===== src/rtl/alu_reservation_station.sv =====
// ALU reservation station: holds renamed ALU/branch/jump ops until both operands are valid,
// snoops result broadcasts and issues the lowest ready entry. Define RS_LSB_SNOOP_EN for LSB snoop.
module alu_reservation_station #(
  parameter int unsigned RS_SIZE = 8,
  parameter int unsigned ROB_W   = 4,
  parameter int unsigned OP_W    = 6,
  parameter int unsigned XLEN    = 32
) (
  input  logic             clk_i,
  input  logic             rst_ni,
  input  logic             rdy_i,
  input  logic             clear_i,
  input  logic             disp_valid_i,
  input  logic [OP_W-1:0]  disp_op_i,
  input  logic [ROB_W-1:0] disp_rd_rename_i,
  input  logic [XLEN-1:0]  disp_pc_i,
  input  logic [XLEN-1:0]  disp_imm_i,
  input  logic [XLEN-1:0]  disp_vj_i,
  input  logic [XLEN-1:0]  disp_vk_i,
  input  logic [ROB_W-1:0] disp_qj_i,
  input  logic [ROB_W-1:0] disp_qk_i,
  input  logic             disp_qj_busy_i,
  input  logic             disp_qk_busy_i,
  output logic             rs_full_o,
  input  logic             alu_bc_valid_i,
  input  logic [ROB_W-1:0] alu_bc_rename_i,
  input  logic [XLEN-1:0]  alu_bc_result_i,
`ifdef RS_LSB_SNOOP_EN
  input  logic             lsb_bc_valid_i,
  input  logic [ROB_W-1:0] lsb_bc_rename_i,
  input  logic [XLEN-1:0]  lsb_bc_result_i,
`endif
  output logic             alu_enable_o,
  output logic [OP_W-1:0]  alu_op_o,
  output logic [ROB_W-1:0] alu_rd_rename_o,
  output logic [XLEN-1:0]  alu_pc_o,
  output logic [XLEN-1:0]  alu_imm_o,
  output logic [XLEN-1:0]  alu_rs1_value_o,
  output logic [XLEN-1:0]  alu_rs2_value_o
);

  localparam int unsigned IdxW = (RS_SIZE > 1) ? $clog2(RS_SIZE) : 1;

  typedef struct packed {
    logic             busy;
    logic [OP_W-1:0]  op;
    logic [ROB_W-1:0] rd;
    logic [XLEN-1:0]  pc;
    logic [XLEN-1:0]  imm;
    logic [XLEN-1:0]  vj;
    logic [XLEN-1:0]  vk;
    logic [ROB_W-1:0] qj;
    logic [ROB_W-1:0] qk;
    logic             qj_busy;
    logic             qk_busy;
  } entry_t;

  typedef struct packed {
    logic [OP_W-1:0]  op;
    logic [ROB_W-1:0] rd;
    logic [XLEN-1:0]  pc;
    logic [XLEN-1:0]  imm;
    logic [XLEN-1:0]  v1;
    logic [XLEN-1:0]  v2;
  } issue_t;

  entry_t             entry_q [RS_SIZE];
  entry_t             entry_d [RS_SIZE];
  issue_t             out_q;
  logic               en_q;
  logic [RS_SIZE-1:0] busy_vec;
  logic [RS_SIZE-1:0] ready_vec;
  logic [IdxW-1:0]    free_idx;
  logic [IdxW-1:0]    issue_idx;
  logic               any_ready;
  logic [XLEN:0]      wake_j;
  logic [XLEN:0]      wake_k;

  logic               lsb_valid;
  logic [ROB_W-1:0]   lsb_rename;
  logic [XLEN-1:0]    lsb_result;
`ifdef RS_LSB_SNOOP_EN
  assign lsb_valid  = lsb_bc_valid_i;
  assign lsb_rename = lsb_bc_rename_i;
  assign lsb_result = lsb_bc_result_i;
`else
  assign lsb_valid  = 1'b0;
  assign lsb_rename = '0;
  assign lsb_result = '0;
`endif

  // Returns {still_pending, value}; the ALU broadcast wins when both hit the same operand.
  function automatic logic [XLEN:0] wake(input logic pending, input logic [ROB_W-1:0] tag,
                                         input logic [XLEN-1:0] val);
    logic [XLEN:0] r;
    r = {pending, val};
    if (pending && alu_bc_valid_i && (tag == alu_bc_rename_i)) begin
      r = {1'b0, alu_bc_result_i};
    end else if (pending && lsb_valid && (tag == lsb_rename)) begin
      r = {1'b0, lsb_result};
    end
    return r;
  endfunction

  // Descending scan so the lowest matching index is the last one written.
  always_comb begin
    busy_vec  = '0;
    ready_vec = '0;
    free_idx  = '0;
    issue_idx = '0;
    for (int i = int'(RS_SIZE) - 1; i >= 0; i--) begin
      busy_vec[i]  = entry_q[i].busy;
      ready_vec[i] = entry_q[i].busy && !entry_q[i].qj_busy && !entry_q[i].qk_busy;
      if (!busy_vec[i]) free_idx = IdxW'(i);
      if (ready_vec[i]) issue_idx = IdxW'(i);
    end
  end

  assign rs_full_o = &busy_vec;
  assign any_ready = |ready_vec;

  always_comb begin
    entry_d = entry_q;
    wake_j  = '0;
    wake_k  = '0;
    if (rdy_i) begin
      if (clear_i) begin
        for (int i = 0; i < int'(RS_SIZE); i++) entry_d[i].busy = 1'b0;
      end else begin
        for (int i = 0; i < int'(RS_SIZE); i++) begin
          if (entry_q[i].busy) begin
            wake_j = wake(entry_q[i].qj_busy, entry_q[i].qj, entry_q[i].vj);
            wake_k = wake(entry_q[i].qk_busy, entry_q[i].qk, entry_q[i].vk);
            entry_d[i].qj_busy = wake_j[XLEN];
            entry_d[i].vj      = wake_j[XLEN-1:0];
            entry_d[i].qk_busy = wake_k[XLEN];
            entry_d[i].vk      = wake_k[XLEN-1:0];
          end
        end
        if (any_ready) entry_d[issue_idx].busy = 1'b0;
        // Fullness uses the pre-issue state, so the free slot never aliases the issuing one.
        if (disp_valid_i && !rs_full_o) begin
          wake_j = wake(disp_qj_busy_i, disp_qj_i, disp_vj_i);
          wake_k = wake(disp_qk_busy_i, disp_qk_i, disp_vk_i);
          entry_d[free_idx] = '{busy: 1'b1, op: disp_op_i, rd: disp_rd_rename_i,
                                pc: disp_pc_i, imm: disp_imm_i,
                                vj: wake_j[XLEN-1:0], vk: wake_k[XLEN-1:0],
                                qj: disp_qj_i, qk: disp_qk_i,
                                qj_busy: wake_j[XLEN], qk_busy: wake_k[XLEN]};
        end
      end
    end
  end

  always_ff @(posedge clk_i or negedge rst_ni) begin
    if (!rst_ni) begin
      for (int i = 0; i < int'(RS_SIZE); i++) entry_q[i] <= '0;
    end else begin
      for (int i = 0; i < int'(RS_SIZE); i++) entry_q[i] <= entry_d[i];
    end
  end

  always_ff @(posedge clk_i or negedge rst_ni) begin
    if (!rst_ni) begin
      en_q  <= 1'b0;
      out_q <= '0;
    end else if (rdy_i && !clear_i && any_ready) begin
      en_q  <= 1'b1;
      out_q <= '{op: entry_q[issue_idx].op, rd: entry_q[issue_idx].rd,
                 pc: entry_q[issue_idx].pc, imm: entry_q[issue_idx].imm,
                 v1: entry_q[issue_idx].vj, v2: entry_q[issue_idx].vk};
    end else begin
      en_q <= 1'b0;
    end
  end

  assign alu_enable_o    = en_q;
  assign alu_op_o        = out_q.op;
  assign alu_rd_rename_o = out_q.rd;
  assign alu_pc_o        = out_q.pc;
  assign alu_imm_o       = out_q.imm;
  assign alu_rs1_value_o = out_q.v1;
  assign alu_rs2_value_o = out_q.v2;

endmodule


===== config.mk =====
export PLATFORM = sky130hd
export DESIGN_NAME = alu_reservation_station
export DESIGN_NICKNAME = d
export VERILOG_FILES = /design/src/rtl/alu_reservation_station.sv
export SDC_FILE = /design/constraint.sdc
export NUM_CORES = 2
export LEC_CHECK = 0
export ABC_AREA = 1
export CAP_MARGIN = 20
export CORE_MARGIN = 2
export CORE_UTILIZATION = 40
export DETAILED_ROUTE_END_ITERATION = 12
export REMOVE_ABC_BUFFERS = 1
export SLEW_MARGIN = 0
export SYNTH_ARGS = -nofsm -noshare
export SYNTH_HDL_FRONTEND = slang
export SYNTH_SLANG_ARGS = --single-unit
export TNS_END_PERCENT = 20

===== constraint.sdc =====
create_clock -name clk_i -period 6.11 [get_ports clk_i]
set_clock_uncertainty 0.15 [all_clocks]
set_input_delay 1.222 -clock clk_i [delete_from_list [all_inputs] [get_ports clk_i]]
set_output_delay 1.222 -clock clk_i [all_outputs]
set_load 0.005 [all_outputs]

==> key figures <==
Final layout
  – Fill count: 18579
  – Fraction of layout instances using a drive strength above 1: 5.07%
  – Area of the multi-input gates: 33300 um2
  – FF/Latch Area: 33300 um2
  – Fin nets: 10335
  – Area grow syn2layout: 13.2%

Setup path
  – CP endpoint kind: register
  – Crit path from: entry_q[150]
  – Slowest cell on crit path: buf_4
  – Buf+Inv Stages, Crit Path: 3
  – CP startpoint kind: register
  – Worst r2r src: entry_q[150]
  – Slowest stage delay, CP: 820 ps
  – Top delay family on crit path: simple AND/OR/NAND/NOR gates
  – Cells along the critical path: inv_1, nand3_1, nand2_1, nand2_1, nand2_1, nand2_1, nand2_8, buf_12, buf_4, nand3_1, nand3_1, nand3_1, nor2_1, nor2_1
  – Worst setup path class: reg2reg
  – CP arrival: 4850 ps
  – Worst Path Required: 6640 ps
  – Critical path fanouts, max: 172

Clocking
  – CTS tree: done
  – Root buffer cell: clkbuf_16
  – CTS buffer count: 158
  – Clock Tree Buf Depth: 3
  – Clk slew on worst S/H paths: 60 ps
  – Cts repair resizes: 0
  – Hold_buf cts: 0
  – Postcts setup bufs: 0
  – Sink Count: 1331
  – Worst skew pair latency: 820 ps
  – H-tree Lvls: 4

Route
  – Via count: 70424
  – Drt initial violations: 7629
  – DR pass1 iterations: 6
  – Antenna viol nets, final: 0
  – Post-route DRC: 0
  – Via density: 5.53
  – Total wire length: 261000 um
  – Wire per inst: 20.5 um

Global route
  – Largest net degree at the start of global routing: 213
  – Total global routing track utilization: 27.5%
  – First-pass GRT wire length: 404000 um
  – Grt total ovfl: 0
  – Initial antenna violation count: 6
  – Vias in the first global route: 66638

Outcome
  – Status: complete, no violations

Placed design
  – Buffers on Ports: 329
  – GPL Wtd Cong: 0.842
  – HPWL after detailed placement: 135000 um
  – Pre-CTS worst setup slack: 1440 ps

Yosys
  – Seq/Total Area, Yosys: 45.0%
  – Synth top area cells: dfrtp_1 (45%), nand2_1 (16%), nand3_1 (10%)
  – Syn. warnings: 0
  – Count leader, synth: nand2_1
  – Netlist cell types: 45
  – Synth top area share: 45.0%
  – Ranking of synthesized cells by instance count: nand2_1 (3161), nand3_1 (1482), dfrtp_1 (1331)
  – Number of flops mapped to enable cells by yosys: 0
  – Post-Syn Area: 74000 um2
  – Async SR Flop Fraction: 100%
  – Syn Area/Cell: 7.15 um2
  – Synth area leader: dfrtp_1
  – Flops & latches, synth: 1331
  – Synth Flop Type: dfrtp_1
  – Syn Inst Count: 10350

Die
  – Die height: 434 um
  – Die area: 188000 um2
  – Chip width: 434 um
  – Core region area: 183000 um2
  – Initial core utilization: 40.3%
  – Row count: 157
  – IO Count: 330

Timing
  – Fmax: 232 MHz
  – Final hold viol count: 0
  – Final min period: 4310 ps
  – Setup ws final: 1800 ps
  – Setup TNS Final: 0 ps
  – RSZ-0062 raised after global routing: no
  – Count of final setup violators: 0
  – Worst-Margin Slew: 1170 ps
  – Pins Over Slew Limit: 0
  – Final period util: 70.6%
  – Relative slew slack: 21.5%

Worst hold path
  – Worst hold path class: in2async

Job
  – Max Cap Viol: 0

Power and ir drop
  – Power per cell area: 329 nW/um2
  – Leakage: 41.4 nW
  – Worst vdd ir: 0.000260 V
==> report_power, final <==
part | internal, mW | leakage, nW | total [mW] | switching [mW]
registers | 10.5 | 17.4 | 11.4 | 0.835
logic | 2.76 | 21.5 | 6.54 | 3.78
clock network | 5.59 | 2.57 | 9.65 | 4.07
==> through the flow <==
step	instance area, um2	cells	hold slack, ps	utilization [%]	power [mW]
2_1_floorplan	70300	9537	294	-	15.7
3_3_place_gp	78400	12449	308	42.8	17.8
3_5_place_dp	78400	12449	314	42.8	18.0
4_1_cts	83700	12730	258	45.6	27.8
5_1_grt	83700	12732	293	45.6	29.3
6_report	83700	12734	258	45.6	27.6
==> final cells by class <==
type | instances | share of cell area (%)
clock inverters | 50 | 0.825
well taps | 2464 | 3.68
multi-input cells | 7131 | 39.8
inverters | 1075 | 4.84
diodes | 4 | 0.0120
flip-flops and latches | 1331 | 39.8
clock buffers | 231 | 5.45
repair buffers | 448 | 5.64
==> state kept, by name (all words and copies together) (netlist names) <==
register / count
alu_rs2_value_o: 32
alu_imm_o: 32
busy_vec: 8
alu_rd_rename_o: 4
alu_pc_o: 32
alu_op_o: 6
alu_rs1_value_o: 32
alu_enable_o: 1
entry_q: 1184
==> metal layers <==
metal	up-vias	routed length, um	part of all wire [%]	global-route usage (%)
li1	32846	-	-	-
met1	33846	108000	41	36.6
met2	3124	121000	46	44.4
met3	604	20700	7.9	4.04
met4	4	11900	4.6	12.2
met5	-	25	0.0096	0
==> cells in the final DEF, fill, tap and decap left out, types with 4 or more instances in the layout <==
cell type	n
nor3b_1	5
buf_12	41
nand3b_1	132
clkinv_2	30
nand3_1	1474
nor3_1	9
dfrtp_1	1331
buf_4	78
clkinv_16	4
clkbuf_1	40
nand3_4	9
nand3_2	4
nand2_8	4
nor4_1	14
diode_2	4
nor2_1	295
clkbuf_8	33
nand2_1	3150
bufinv_16	9
a21oi_2	21
clkinv_8	4
clkinvlp_4	4
nor2_4	7
xor2_1	21
inv_2	10
nand4_1	96
a21oi_1	45
xnor2_1	23
clkbuf_16	158
o21ai_1	629
o21ai_0	1089
inv_1	1055
nand2_4	19
clkdlybuf4s50_1	328
o21ai_4	64
==> worst register-to-register path: cells and delay by family, from the launching register on <==
kind / cells / cell delay [ps]
buffers and inverters: 3 / 1840
DFF: 1 / 390
and+or+nand+nor: 11 / 1800
==> logic make-up after synthesis <==
group	Yosys count	share of synthesized area [%]
xor gates and xnor gates	44	0.521
and+or+nand+nor	5228	30.4
AOI/OAI and AO/OA	1859	13.7
buffers and inverters	1888	10.4
DFF	1331	45.0
==> path summary, 6_finish.rpt <==
path / to / slack [ps] / cells past startpoint
worst max-delay path: alu_rs1_value_o[7] / 1800 / 14
worst min-delay path: entry_q[22] / 260 / 1
worst max register to register: alu_rs1_value_o[7] / 1800 / 14
worst min register to register: entry_q[832] / 330 / 2
max in group asynchronous: entry_q[891] / 4000 / 2
min in group clk_i: entry_q[832] / 330 / 2
No activity file was read; power rests on OpenSTA's default activity.
